## src/rtl/inst_word_packer_if.sv

```systemverilog
// Bus write-word stream in, packed instruction FIFO write port out.
// The packer takes the slave modport and the producer/FIFO side takes the master modport.
interface inst_word_packer_if #(
  parameter int BUS_DATA_WIDTH = 32
);
  logic [BUS_DATA_WIDTH-1:0]   bus_data;
  logic                        bus_data_valid;
  logic                        bus_data_ready;
  logic [2*BUS_DATA_WIDTH-1:0] inst_fifo_wr_data;
  logic                        inst_fifo_wr_en;
  logic                        inst_fifo_full;

  modport slave (
    input  bus_data, bus_data_valid, inst_fifo_full,
    output bus_data_ready, inst_fifo_wr_data, inst_fifo_wr_en
  );

  modport master (
    output bus_data, bus_data_valid, inst_fifo_full,
    input  bus_data_ready, inst_fifo_wr_data, inst_fifo_wr_en
  );
endinterface

```

## src/rtl/inst_word_packer.sv

```systemverilog
// Packs pairs of 32-bit bus words into 64-bit instructions for the sequencer FIFO.
// Optional instruction validation is enabled with `define INST_PACKER_VALIDATE_EN.
module inst_word_packer #(
  parameter int BUS_DATA_WIDTH = 32,
  parameter int COUNTER_WIDTH  = 32
) (
  input  logic                     clock,
  input  logic                     reset,
  input  logic                     flush,
  inst_word_packer_if.slave        bus,
  output logic                     half_pending,
  output logic [COUNTER_WIDTH-1:0] word_count,
  output logic [COUNTER_WIDTH-1:0] inst_count,
  output logic [COUNTER_WIDTH-1:0] reject_count,
  output logic                     inst_error
);
  localparam int IW = 2 * BUS_DATA_WIDTH;
  localparam logic [0:0] LO = 1'b0;
  localparam logic [0:0] HI = 1'b1;

  logic [0:0]                phase;
  logic [BUS_DATA_WIDTH-1:0] lo_reg;
  logic [IW-1:0]             out_reg;
  logic                      out_valid;

  logic          out_slot_free;
  logic          wr_en;
  logic          ready;
  logic          xfer;
  logic          reject;
  logic          load;
  logic [IW-1:0] inst;

  assign inst          = {bus.bus_data, lo_reg};
  assign wr_en         = out_valid & ~bus.inst_fifo_full;
  assign out_slot_free = ~out_valid | ~bus.inst_fifo_full;
  // A low word only needs lo_reg, so it never waits on the FIFO.
  assign ready         = ~flush & ((phase == LO) | out_slot_free);
  assign xfer          = bus.bus_data_valid & ready;
  assign load          = xfer & (phase == HI) & ~reject;

  assign bus.bus_data_ready    = ready;
  assign bus.inst_fifo_wr_en   = wr_en;
  assign bus.inst_fifo_wr_data = out_reg;
  assign half_pending          = (phase == HI);

  always_ff @(posedge clock) begin
    if (reset) begin
      phase      <= LO;
      lo_reg     <= '0;
      out_reg    <= '0;
      out_valid  <= 1'b0;
      word_count <= '0;
      inst_count <= '0;
    end else begin
      if (xfer)  word_count <= word_count + COUNTER_WIDTH'(1);
      if (wr_en) inst_count <= inst_count + COUNTER_WIDTH'(1);
      if (flush) begin
        phase     <= LO;
        out_valid <= 1'b0;
        lo_reg    <= '0;
      end else begin
        if (xfer) begin
          phase <= (phase == LO) ? HI : LO;
          if (phase == LO) lo_reg <= bus.bus_data;
        end
        // A load in the same cycle as a drain keeps out_valid set with new data.
        if (load) begin
          out_reg   <= inst;
          out_valid <= 1'b1;
        end else if (wr_en) begin
          out_valid <= 1'b0;
        end
      end
    end
  end

`ifdef INST_PACKER_VALIDATE_EN
  logic [3:0]  opcode;
  logic [23:0] duration;

  assign opcode   = inst[63:60];
  assign duration = inst[55:32];
  assign reject   = (opcode > 4'd6) ||
                    (((opcode == 4'd0) || (opcode == 4'd2)) && (duration < 24'd6));

  always_ff @(posedge clock) begin
    if (reset) begin
      reject_count <= '0;
      inst_error   <= 1'b0;
    end else if (xfer && (phase == HI) && reject) begin
      reject_count <= reject_count + COUNTER_WIDTH'(1);
      inst_error   <= 1'b1;
    end
  end
`else
  assign reject       = 1'b0;
  assign reject_count = '0;
  assign inst_error   = 1'b0;
`endif
endmodule

```

## src/flat_wrapper.sv

```systemverilog
// flat-port wrapper written by rule: the top's interface ports become plain ports
module inst_word_packer_flat 
#(
  parameter int BUS_DATA_WIDTH = 32,
  parameter int COUNTER_WIDTH  = 32
)
  (clock, reset, flush, half_pending, word_count, inst_count, reject_count, inst_error, bus_bus_data, bus_bus_data_valid, bus_inst_fifo_full, bus_bus_data_ready, bus_inst_fifo_wr_data, bus_inst_fifo_wr_en);
  inst_word_packer_if #(.BUS_DATA_WIDTH(BUS_DATA_WIDTH)) bus_i ();
  input  logic clock;
  input  logic reset;
  input  logic flush;
  output logic half_pending;
  output logic [COUNTER_WIDTH-1:0] word_count;
  output logic [COUNTER_WIDTH-1:0] inst_count;
  output logic [COUNTER_WIDTH-1:0] reject_count;
  output logic inst_error;
  input wire logic [$bits(bus_i.bus_data)-1:0] bus_bus_data;
  input wire logic [$bits(bus_i.bus_data_valid)-1:0] bus_bus_data_valid;
  input wire logic [$bits(bus_i.inst_fifo_full)-1:0] bus_inst_fifo_full;
  output wire logic [$bits(bus_i.bus_data_ready)-1:0] bus_bus_data_ready;
  output wire logic [$bits(bus_i.inst_fifo_wr_data)-1:0] bus_inst_fifo_wr_data;
  output wire logic [$bits(bus_i.inst_fifo_wr_en)-1:0] bus_inst_fifo_wr_en;
  assign bus_i.bus_data = bus_bus_data;
  assign bus_i.bus_data_valid = bus_bus_data_valid;
  assign bus_i.inst_fifo_full = bus_inst_fifo_full;
  assign bus_bus_data_ready = bus_i.bus_data_ready;
  assign bus_inst_fifo_wr_data = bus_i.inst_fifo_wr_data;
  assign bus_inst_fifo_wr_en = bus_i.inst_fifo_wr_en;
  inst_word_packer #(.BUS_DATA_WIDTH(BUS_DATA_WIDTH), .COUNTER_WIDTH(COUNTER_WIDTH)) u_core (.clock(clock), .reset(reset), .flush(flush), .bus(bus_i), .half_pending(half_pending), .word_count(word_count), .inst_count(inst_count), .reject_count(reject_count), .inst_error(inst_error));
endmodule
```

## config.mk

```make
export PLATFORM = sky130hd
export DESIGN_NAME = inst_word_packer_flat
export DESIGN_NICKNAME = d
export VERILOG_FILES = /design/src/rtl/inst_word_packer_if.sv /design/src/rtl/inst_word_packer.sv /design/src/flat_wrapper.sv
export SDC_FILE = /design/constraint.sdc
export NUM_CORES = 1
export LEC_CHECK = 0
export CAP_MARGIN = 20
export CORE_AREA = 2 2 128 130
export DETAILED_ROUTE_END_ITERATION = 12
export DIE_AREA = 0 0 130 132
export PLACE_DENSITY = 0.73
export RECOVER_POWER = 50
export SETUP_SLACK_MARGIN = 0.15
export SKIP_LAST_GASP = 1
export SYNTH_ARGS = -nofsm -noshare
export SYNTH_HDL_FRONTEND = slang
export SYNTH_SLANG_ARGS = --single-unit
```

## constraint.sdc

```tcl
create_clock -name clock -period 1.82 [get_ports clock]
set_input_delay 0.364 -clock clock [delete_from_list [all_inputs] [get_ports clock]]
set_output_delay 0.364 -clock clock [all_outputs]
set_load 0.02 [all_outputs]
```

==> flow_summary.ini, run 1 <==
[clock_network]
htree_levels = 4
cts_buffers = 17
cts_root_buf = clkbuf_16
clock_latency_ns = 0.44
cts_sinks = 162
clk_pin_slew_ns = 0.06
cts_tree = yes
cts_max_path_buffers = 2
ctsHoldBuffers = 0

[detailed_routing]
drt-total-wl_mm = 23.1
wl_per_cell_um = 17.8
post-route-drc-count = 0
ant_nets = 0
drt_iter0_drc = 426
via_count = 6921
viasPerCell = 5.33
drt_first_pass_iters = 6

[cells_and_area]
antenna_cells = 0
area_delta_synth_final_pct = 67.6
final_layout_size_suffix_gt1_frac = 0.332
final_nets = 1108
stdcell_count = 1298
largest_reg_flops = 64
final_common_cell = dfxtp_1
final_cell_mix = dfxtp_1 (144), nand2_1 (129), dlygate4sd2_1 (129)

[critical_path]
rrSetupSlack_ns = -0.11
cp_max_fo = 16
r2r_cells = 5
timing.rr.end = u_core.word_count[30]$_SDFFE_PP0N_
crit_type = flop to flop
start_kind = flop
worstSetupEndpointType = flop
worst_ep_required_time_ns = 2.18
r2r-start = u_core.half_pending$_SDFFE_PP0N_
crit_arrival_ns = 2.29

[sta]
fin_crit_sh = 1.06
slew_viol_final = 0
period_needed_ns = 1.93
setup-violations-final = 72
fin_skew_ns = 0.00968
hold_violations = 0
fmax_mhz = 518
whs_ns = 0.373
fin_ws_ns = -0.110
rsz0062_at_grt = yes

[power_and_ir_drop]
power_frac_clock = 0.470
comb_power_share = 0.079
vdd_drop_max_mv = 0.643
p_sw_frac = 0.245
power.density_nw_per_um2 = 716
p_leak_uw = 0.00465
sequentialPowerShare = 0.451
internal_power_uw = 6030
p_switching_uw = 1960

[synth]
ys_warn_count = 0
avgSynthCellArea_sq_um = 8.08
syn_area_sq_um = 6650
syn_inst = 823
synth.distinct_cells = 36
ys_ff_latch = 162
yosysSeqAreaShare = 0.487

[status]
violations = negative setup slack
outcome = complete, but fails checks

[flow_run]
drv_cap = 0

[min_path]
holdPathStages = 2
min_delay_worst_endpoint = u_core.word_count[30]$_SDFFE_PP0N_
min_path_type = input pin to flop
holdCritStartpoint = reset

[floorplanning]
die_y_um = 132
core_area_sq_um = 15700
die-area_sq_um = 17200
initial_utilization = 0.423
io_pins = 201
rows = 46
die_w_um = 130

[placed_design]
dp_cells = 1223
port_buffers = 167
hpwlAfterDp_mm = 12.6
gp_congestion = 0.864

[global_routing]
grt_remaining_overflow = 0
grt_usage = 0.225
grt_pass1_vias = 6079
antenna_found_initial = 0
grt_max_degree = 49
grt_first_pass_wirelength_mm = 30.8
==> stage by stage <==
stage          setup WS, ns  cell area [sq um]  TNS [ns]  total power (uW)   util
2_1_floorplan       -0.0490               6870    -0.330              3940      -
3_3_place_gp         -0.454               8980    -48.81              4100  0.572
3_5_place_dp         -0.483               8980    -48.98              4100  0.572
4_1_cts             -0.0956               9690    -0.555              7810  0.617
5_1_grt              -0.164              11200     -7.09              8200  0.710
6_report             -0.110              11200     -2.80              7980  0.710
==> cell type report <==
| type | instances | area (sq um) |
|---|---|---|
| clock inverter | 12 | 140 |
| timing repair buffer | 277 | 2820 |
| multi-input combinational | 606 | 4130 |
| tap | 216 | 270 |
| clock buffer | 20 | 478 |
| inverter | 5 | 31.3 |
| fill | 1177 | 4560 |
| sequential | 162 | 3280 |
==> power groups by stage <==
stage | registers, uW | logic (uW) | clock network, uW
finish | 3600 | 630 | 3750
global route | 3600 | 664 | 3940
CTS | 3580 | 453 | 3780
detailed placement | 3670 | 439 | 0
global placement | 3660 | 438 | 0
floorplan | 3680 | 258 | 0
==> what timing repair did <==
item,CTS,global route
hold endpoints to repair,0,0
pin swaps,8,110
setup endpoints to repair,235,137
resized for setup,167,295
buffers inserted,7,14
cloned,3,19
==> layer usage <==
metal,global-route usage,vias to the layer above,routed length [um]
li1,-,3281,-
met1,0.280,3310,9370
met2,0.366,277,11500
met3,0.0686,53,1610
met4,0.0800,0,661
met5,0,-,0
==> critical path, cell delays in order (launching register included) <==
cell and delay (ns):
dfxtp_4 0.35, a31o_4 0.23, or4_4 0.55, buf_12 0.16
or4_1 0.42, a21oi_2 0.15
==> cell usage after synthesis, drive strengths merged <==
cell    instances  area [sq um]
nor3            4          20.0
inv             5          18.8
nand3b          1          7.51
buf            41           288
and4           11          96.3
a31o            1          8.76
xor2           14           123
and3            7          43.8
nor2           29           109
nand3          17          85.1
dfxtp         162          3240
or3            15          93.8
nand2         219           822
and2            8          50.1
nand4          23           144
conb            1          3.75
mux2            7          78.8
ha              2          25.0
a21oi         133           666
and4b           1          10.0
mux2i           1          10.0
clkbuf         42           158
o31ai          20           150
or4            21           161
nor2b           7          43.8
or2             1          6.26
o21ai          15          75.1
and2b           1          7.51
xnor2           6          52.6
nor3b           2          15.0
nor4            6          37.5
==> kinds of logic after synthesis <==
family	synth area share
other	0.000564
XOR/XNOR	0.0263
multiplexers	0.0134
AND/OR/NAND/NOR	0.263
buffers and inverters	0.0698
AO/OA/AOI/OAI	0.135
flip-flops	0.487
adder cells (fa/ha/maj)	0.00376
==> how the worst max path moves through the flow <==
stage | from | endpoint | slack (ns)
2_1_floorplan | u_core.word_count[1]$_SDFFE_PP0N_ | u_core.word_count[30]$_SDFFE_PP0N_ | -0.05
3_3_place_gp | bus_inst_fifo_full | u_core.inst_count[31]$_SDFFE_PP0P_ | -0.45
3_5_place_dp | bus_inst_fifo_full | u_core.inst_count[31]$_SDFFE_PP0P_ | -0.48
4_1_cts | u_core.half_pending$_SDFFE_PP0N_ | u_core.word_count[22]$_SDFFE_PP0N_ | -0.1
5_1_grt | u_core.half_pending$_SDFFE_PP0N_ | u_core.word_count[30]$_SDFFE_PP0N_ | -0.16
6_report | u_core.half_pending$_SDFFE_PP0N_ | u_core.word_count[30]$_SDFFE_PP0N_ | -0.11
(Power assumes the default switching activity.)
==> inputs of run 2 (changes only) <==
--- a/config.mk
+++ b/config.mk
@@ -16,3 +16,4 @@
 export SYNTH_ARGS = -nofsm -noshare
 export SYNTH_HDL_FRONTEND = slang
 export SYNTH_SLANG_ARGS = --single-unit
+export TNS_END_PERCENT = 50
==> run 2 against run 1 <==
The run still ends with negative setup slack left. Via count is 1.9% lower. Utilization down 5.6 points. Sequential power barely moved. Die area unchanged. Count of clock-buffer cells in the layout unchanged. Wire length down 7.4%. Worst hold slack improved by 0.0022 ns. Clock power barely moved. Power fell by 1.5%. Register-to-register slack is essentially flat. Largest power group unchanged. Highest routed layer unchanged.
==> flow_summary.ini, run 2 (synthesis results as in run 1) <==
[sta]
fin_crit_sh = 1.06
setup-violations-final = 31
hold_violations = 0
fmax_mhz = 519
period_needed_ns = 1.93
finalSetupTns_ns = -0.966
slew_viol_final = 0
fin_skew_ns = 0.00967
rsz0062_at_grt = yes
fin_ws_ns = -0.107

[floorplanning]
initial_utilization = 0.423
rows = 46
die-area_sq_um = 17200
io_pins = 201
die_w_um = 130
die_y_um = 132
core_area_sq_um = 15700

[cells_and_area]
final_nets = 1103
area_delta_synth_final_pct = 54.5
final_cell_mix = nand2_1 (190), dfxtp_1 (145), a21oi_1 (101)
antenna_cells = 0
nFillCells = 1335
fin_area_sq_um = 10300
final_layout_size_suffix_gt1_frac = 0.229
final_common_cell = nand2_1
largest_reg_flops = 64

[min_path]
holdPathStages = 2
min_path_type = input pin to flop

[detailed_routing]
drt-total-wl_mm = 21.4
wl_per_cell_um = 16.6
ant_nets = 0
post-route-drc-count = 0
viasPerCell = 5.25
drt_iter0_drc = 437
drt_first_pass_iters = 5
via_count = 6792

[clock_network]
cts_tree = yes
clk_pin_slew_ns = 0.06
cts_sinks = 162
cts_root_buf = clkbuf_16
cts_max_path_buffers = 2
clock_latency_ns = 0.43
htree_levels = 4
cts_buffers = 17

[critical_path]
cp_max_fo = 16
worst_ep_required_time_ns = 2.18
r2r_cells = 5
crit_arrival_ns = 2.29
start_kind = flop
crit_type = flop to flop
worstSetupEndpointType = flop

[global_routing]
grt_remaining_overflow = 0
top_usage_layer = met2
grtUsageMet3 = 0.0657
grt_first_pass_wirelength_mm = 30.8
grt_usage = 0.225
antenna_found_initial = 0
grt_max_degree = 49
grt_pass1_vias = 6063
met1_usage = 0.278
use_met2 = 0.367

[placed_design]
hpwlAfterDp_mm = 12.6
placed_area_sq_um = 8980
gp_congestion = 0.864
port_buffers = 167

[power_and_ir_drop]
vdd_drop_max_mv = 0.626
power.density_nw_per_um2 = 765
p_leak_uw = 0.00410

[status]
violations = negative setup slack
outcome = complete, but fails checks

[flow_run]
drv_cap = 0
==> run 2: final cells by class <==
cell class,count,area (sq um),share of cell area
flip-flops and latches,162,3280,0.319
inverters,5,26.3,0.00256
clock buffers,20,478,0.0465
repair buffers,272,2540,0.247
clock inverters,12,140,0.0136
well taps,216,270,0.0263
multi-input cells,606,3550,0.345
==> run 2: metal layers <==
| metal | part of all wire | vias to the layer above |
|---|---|---|
| li1 | - | 3257 |
| met1 | 0.41 | 3236 |
| met4 | 0.027 | 0 |
| met5 | 0 | - |
| met2 | 0.50 | 251 |
| met3 | 0.067 | 48 |
==> run 2: critical path, cell delays in order (launching register included) <==
cell     delay [ns]
dfxtp_4        0.35
a31o_4         0.24
or4_4          0.55
buf_12         0.16
or4_1          0.42
a21oi_2        0.15
==> run 2: power by group <==
part	internal [uW]	switching [uW]	leakage, uW
Combinational	219	321	0.00248
Clock	2200	1530	0.000304
Sequential	3570	20.0	0.00132
Total	5990	1870	0.00410
==> run 2: metrics by stage <==
step,hold slack (ns),worst slack [ns],std cells,utilization,power [uW]
6_report,0.376,-0.107,1293,0.654,7860
5_1_grt,0.386,-0.162,1293,0.654,8100
4_1_cts,0.354,-0.0956,1263,0.619,7820
3_5_place_dp,0.442,-0.483,1223,0.572,4100
3_3_place_gp,0.438,-0.454,1223,0.572,4100
2_1_floorplan,0.432,-0.0490,855,-,3940
==> run 2: final timing paths <==
kind / startpoint / to / slack [ns]
max: u_core.half_pending$_SDFFE_PP0N_ / u_core.word_count[30]$_SDFFE_PP0N_ / -0.11
min: reset / u_core.word_count[28]$_SDFFE_PP0N_ / 0.38
max reg2reg: u_core.half_pending$_SDFFE_PP0N_ / u_core.word_count[30]$_SDFFE_PP0N_ / -0.11
min reg2reg: u_core.lo_reg[11]$_SDFFE_PP0P_ / u_core.bus.inst_fifo_wr_data[11]$_SDFFE_PP0P_ / 0.44
==> run 2: timing repair <==
action	in CTS	in global routing
pin swaps	8	32
buffers inserted	5	15
endpoints found under the setup margin	235	182
hold buffers	0	0
cloned	3	15
resized for setup	113	173
